## config.mk

```make
export PLATFORM = sky130hd
export DESIGN_NAME = conf_merge_arb4
export DESIGN_NICKNAME = d
export VERILOG_FILES = /design/src/rtl/conf_merge_arb4.sv
export SDC_FILE = /design/constraint.sdc
export NUM_CORES = 1
export LEC_CHECK = 0
export ABC_AREA = 0
export CORE_MARGIN = 5
export CORE_UTILIZATION = 30
export CTS_CLUSTER_DIAMETER = 120
export CTS_CLUSTER_SIZE = 16
export DETAILED_ROUTE_END_ITERATION = 12
export PLACE_DENSITY = 0.49
export SETUP_SLACK_MARGIN = 0.1
export SLEW_MARGIN = 20
export SYNTH_ARGS = -nofsm -noshare
export SYNTH_HDL_FRONTEND = slang
export SYNTH_SLANG_ARGS = --single-unit
```

## constraint.sdc

```tcl
create_clock -name clk -period 2.25 [get_ports clk]
set_input_delay 0.45 -clock clk [delete_from_list [all_inputs] [get_ports clk]]
set_output_delay 0.45 -clock clk [all_outputs]
set_load 0.05 [all_outputs]
```

## src/rtl/conf_merge_arb4.sv

```systemverilog
// Four-channel token collector: buffers one token per source, arbitrates round-robin,
// and keeps at most one token outstanding on the drive/free handshake downstream.
module conf_merge_arb4 #(
    parameter int DATA_W  = 8,
    parameter int TIMEOUT = 0
) (
    input  logic                  clk,
    input  logic                  rst,
    input  logic [3:0]            i_drive,
    input  logic [4*DATA_W-1:0]   i_data,
    output logic [3:0]            o_free,
    output logic                  o_driveNext,
    output logic [DATA_W-1:0]     o_dataNext,
    output logic [1:0]            o_srcNext,
    input  logic                  i_freeNext,
    output logic                  o_err,
    output logic                  o_timeout
);

    localparam int                CNT_W   = (TIMEOUT > 0) ? $clog2(TIMEOUT + 1) : 1;
    localparam logic [CNT_W-1:0]  CNT_MAX = CNT_W'(TIMEOUT);

    localparam logic [0:0] ST_IDLE = 1'b0;
    localparam logic [0:0] ST_WAIT = 1'b1;

    logic [0:0]        state_q, state_d;
    logic [3:0]        pending_q, pending_d;
    logic [1:0]        rr_last_q, rr_last_d;
    logic              drive_q, drive_d;
    logic [DATA_W-1:0] data_q, data_d;
    logic [1:0]        src_q, src_d;
    logic [3:0]        free_q, free_d;
    logic              err_q, err_d;
    logic              tmo_q, tmo_d;
    logic [CNT_W-1:0]  cnt_q, cnt_d;
    logic [CNT_W-1:0]  cnt_inc;

    logic [DATA_W-1:0] payload_q [4];
    logic [3:0]        payload_we;
    logic [3:0]        req;
    logic [1:0]        grant;
    logic              free_ok;

    // Search order begins one past the last grant; earliest hit in that order wins.
    function automatic logic [1:0] rr_pick(input logic [3:0] r, input logic [1:0] last);
        logic [1:0] idx;
        logic [1:0] pick;
        pick = last;
        for (int i = 4; i >= 1; i--) begin
            idx = last + 2'(i);
            if (r[idx]) pick = idx;
        end
        return pick;
    endfunction

    assign req     = pending_q | i_drive;
    assign grant   = rr_pick(req, rr_last_q);
    // A free arriving in the launch cycle itself is treated as a stray free.
    assign free_ok = (state_q == ST_WAIT) && i_freeNext && !drive_q;

    always_comb begin
        state_d    = state_q;
        pending_d  = pending_q;
        rr_last_d  = rr_last_q;
        drive_d    = 1'b0;
        data_d     = data_q;
        src_d      = src_q;
        free_d     = 4'b0000;
        err_d      = err_q;
        tmo_d      = tmo_q;
        cnt_d      = cnt_q;
        cnt_inc    = cnt_q;
        payload_we = 4'b0000;

        for (int k = 0; k < 4; k++) begin
            if (i_drive[k]) begin
                if (pending_q[k]) begin
                    err_d = 1'b1;
                end else begin
                    pending_d[k]  = 1'b1;
                    payload_we[k] = 1'b1;
                end
            end
        end

        if (i_freeNext && !free_ok) err_d = 1'b1;

        if (state_q == ST_IDLE && req != 4'b0000) begin
            drive_d   = 1'b1;
            src_d     = grant;
            rr_last_d = grant;
            state_d   = ST_WAIT;
            for (int k = 0; k < 4; k++) begin
                if (grant == 2'(k)) begin
                    data_d = pending_q[k] ? payload_q[k] : i_data[k*DATA_W +: DATA_W];
                end
            end
        end

        if (free_ok) begin
            pending_d[src_q] = 1'b0;
            free_d[src_q]    = 1'b1;
            state_d          = ST_IDLE;
        end

        // Watchdog only flags a stuck token; the handshake keeps waiting.
        if (TIMEOUT > 0 && state_q == ST_WAIT) begin
            cnt_inc = (cnt_q == CNT_MAX) ? cnt_q : cnt_q + 1'b1;
            if (cnt_inc == CNT_MAX) tmo_d = 1'b1;
            cnt_d = free_ok ? '0 : cnt_inc;
        end else begin
            cnt_d = '0;
        end
    end

    always_ff @(posedge clk) begin
        if (rst) begin
            state_q   <= ST_IDLE;
            pending_q <= 4'b0000;
            rr_last_q <= 2'd3;
            drive_q   <= 1'b0;
            data_q    <= '0;
            src_q     <= 2'd0;
            free_q    <= 4'b0000;
            err_q     <= 1'b0;
            tmo_q     <= 1'b0;
            cnt_q     <= '0;
        end else begin
            state_q   <= state_d;
            pending_q <= pending_d;
            rr_last_q <= rr_last_d;
            drive_q   <= drive_d;
            data_q    <= data_d;
            src_q     <= src_d;
            free_q    <= free_d;
            err_q     <= err_d;
            tmo_q     <= tmo_d;
            cnt_q     <= cnt_d;
        end
    end

    always_ff @(posedge clk) begin
        for (int k = 0; k < 4; k++) begin
            if (payload_we[k]) payload_q[k] <= i_data[k*DATA_W +: DATA_W];
        end
    end

    assign o_free      = free_q;
    assign o_driveNext = drive_q;
    assign o_dataNext  = data_q;
    assign o_srcNext   = src_q;
    assign o_err       = err_q;
    assign o_timeout   = tmo_q;

endmodule

```

==> results.sh <==
export IMPL_status="completed"
export IMPL_num_io_pins=56
export IMPL_slowest_stage="clkdlybuf4s50_1"
export IMPL_die_y_microns=102
export IMPL_root_buffer="clkbuf_8"
export IMPL_synth_distinct_cells=42
export IMPL_start_util_pct=30.9
export IMPL_timing_fmax_ghz=0.468
export IMPL_io_buffers=54
export IMPL_use_met3_pct=3.14
export IMPL_path_common_cell="o221ai_1"
export IMPL_grt_pass1_vias=2017
export IMPL_critPathKind="in2reg"
export IMPL_worst_path_max_fanout=7
export IMPL_setup_slack_ns=0.115
export IMPL_pre_cts_ws_ns=-0.213
export IMPL_ys_seq_area_share_pct=56.0
export IMPL_syn_area_sq_um=2540
export IMPL_vias_per_cell=5.07
export IMPL_dpl_instance_area_sq_um=3380
export IMPL_gp_congestion=0.827
export IMPL_yosys_warnings=0
export IMPL_dieArea_sq_um=10400
export IMPL_drv_slew=0
export IMPL_postSynthCellCount=206
export IMPL_firstDrtPassIters=4
export IMPL_final_setup_tns_ns=0
export IMPL_drt_iter0_markers=99
export IMPL_ys_flop_type="edfxtp_1"
export IMPL_start_kind="primary input"
export IMPL_grt_busiest_layer="met2"
export IMPL_hold_violations=0
export IMPL_finalClockSkew_ns=0.00929
export IMPL_num_vias=1994
export IMPL_antenna_found_initial=0
export IMPL_wl_per_cell_microns=16.7
export IMPL_crit_chain="clkdlybuf4s50_1, buf_4, nor4_1, o221ai_1, o41a_1, o221ai_1, o21ai_0"
export IMPL_drive_gt1_share_pct=27.8
export IMPL_final_cells=393
export IMPL_clk_insertion_delay_late_ns=0.31
export IMPL_power_leakage_nw=1.24
export IMPL_tightest_slew_ns=0.510
export IMPL_async_flop_share_pct=0
export IMPL_required_ns=2.45
export IMPL_nets=326
export IMPL_rsz0062_at_grt="yes"
export IMPL_grt_use_total_pct=13.0
export IMPL_worst_slew_margin_rel_pct=66.0
export IMPL_use_met2_pct=21.0
export IMPL_hold_class="reg2reg"
export IMPL_endpoint_kind="register"
export IMPL_min_period_over_period_pct=94.9
export IMPL_power_density_nw_per_um2=727
export IMPL_rows=33
export IMPL_setup_viol=0
export IMPL_syn_area_per_cell_sq_um=12.3
export IMPL_cts_setup_buffers=0
export IMPL_grt_pass1_wl_mm=10.5
export IMPL_path_clk_slew_ns=0.10
export IMPL_cts_sinks=55
export IMPL_cts_max_path_buffers=2
export IMPL_cts_max_level=2
export IMPL_max_stage_delay_ns=0.42
export IMPL_use_met1_pct=17.9
export IMPL_tritoncts="done"
export IMPL_coreArea_sq_um=8220
export IMPL_maxCapViolCount=0
export IMPL_synth_edff_count=32
export IMPL_fillCellCount=791
export IMPL_die_w_microns=102
export IMPL_drc=0
export IMPL_period_needed_ns=2.13
export IMPL_placedCellCount=385
export IMPL_grt_max_degree=18
export IMPL_vdd_drop_max_uv=249
export IMPL_post_dp_hpwl_mm=5.16
export IMPL_fin_area_sq_um=3520
export IMPL_cts_buffers=5
export IMPL_wl_mm=6.56
export IMPL_antenna_cells=0
export IMPL_syn2layout_area_growth_pct=38.7
export IMPL_synth_net_count=245
export IMPL_synth_seq_cells=55
export IMPL_overflow=0
export IMPL_antenna_left=0
export IMPL_critPathArrivalTime_ns=2.33
[final timing paths]
| kind | to | cells after the start | start | slack [ns] |
|---|---|---|---|---|
| worst min register to register | o_dataNext[7] | 2 | o_dataNext[7] | 0.47 |
| worst max-delay path | o_dataNext[4] | 7 | i_drive[3] | 0.12 |
| worst min-delay path | o_dataNext[7] | 2 | o_dataNext[7] | 0.47 |
| worst max register to register | rr_last_q[0] | 6 | pending_q[1] | 0.37 |
[cells by family after synthesis]
kind of cell	count (synthesis)	synth area share [%]
AOI/OAI and AO/OA	52	15.7
and+or+nand+nor	54	11.8
muxes	32	14.2
DFF	55	56.0
buffers and inverters	12	2.12
other	1	0.148
[Yosys cell counts (2+ instances only)]
cell type / n / area share [%]
a211oi_2: 2 / 0.99
a21oi_1: 5 / 0.99
a22o_1: 2 / 0.69
a311oi_1: 4 / 1.4
buf_4: 2 / 0.59
clkbuf_1: 6 / 0.89
dfxtp_1: 23 / 18
edfxtp_1: 32 / 38
inv_1: 3 / 0.44
mux2_2: 31 / 14
nand2_1: 8 / 1.2
nand2b_1: 2 / 0.49
nor2_1: 11 / 1.6
nor2b_1: 6 / 1.5
nor3_1: 7 / 1.4
nor4_1: 8 / 2.0
o21ai_0: 8 / 1.6
o21bai_1: 4 / 1.2
o221ai_1: 8 / 2.8
o22ai_1: 8 / 2.0
or2_2: 4 / 0.99
or4_4: 2 / 0.89
[layout make-up]
class | count | area [sq um] | share of cell area [%]
flip-flops and latches | 55 | 1420 | 40.4
clock buffers | 6 | 93.8 | 2.67
repair buffers | 83 | 758 | 21.6
well taps | 105 | 131 | 3.73
multi-input cells | 139 | 1070 | 30.3
clock inverters | 2 | 36.3 | 1.03
inverters | 3 | 11.3 | 0.320
[what timing repair did]
| action | CTS | global route |
|---|---|---|
| hold buffers | 0 | 0 |
| gates resized for setup | 0 | 1 |
| setup endpoints to repair | 0 | 6 |
[per-layer routing]
metal	vias to the layer above	share of wire (%)
met3	6	6.6
met2	56	48
met5	-	0
met1	954	44
met4	0	0.84
li1	978	-
[sequential cells by signal, indices dropped and copies added, names as in the netlist]
register and count:
o_dataNext 8, o_driveNext 1, o_err 1, o_free 4, o_srcNext 2, payload_q 32
pending_q 4, rr_last_q 2, state_q 1
[cell usage in the layout, fill, tap and decap left out, types with 8 or more instances in the layout]
cell type | netlist | routed
buf_4 | 2 | 29
clkdlybuf4s50_1 | 0 | 54
dfxtp_1 | 23 | 23
edfxtp_1 | 32 | 32
mux2_2 | 31 | 31
nand2_1 | 8 | 8
nor2_1 | 11 | 11
nor4_1 | 8 | 8
o21ai_0 | 8 | 8
o221ai_1 | 8 | 8
o22ai_1 | 8 | 8
[stage by stage]
stage	util [%]	power (W)	hold slack, ns
after floorplan	-	0.00158	0.516
after global placement	41.2	0.00187	0.455
after detailed placement	41.2	0.00186	0.461
after CTS	42.8	0.00259	0.476
after global routing	42.8	0.00269	0.500
final	42.8	0.00256	0.467
[report_power, final]
group          internal, W  leakage [nW]  total (W)  switching (W)
Sequential         0.00115         0.496    0.00120      0.0000569
Clock             0.000400        0.0669   0.000718       0.000318
Combinational     0.000298         0.675   0.000635       0.000337
Total              0.00185          1.24    0.00256       0.000712
[worst max-delay path, delay by kind of cell]
kind                   cells  cell delay, ns
buffers and inverters      2            0.59
AOI/OAI and AO/OA          4            0.87
and+or+nand+nor            1            0.42
Note: power is estimated with default switching activity, not from simulation.
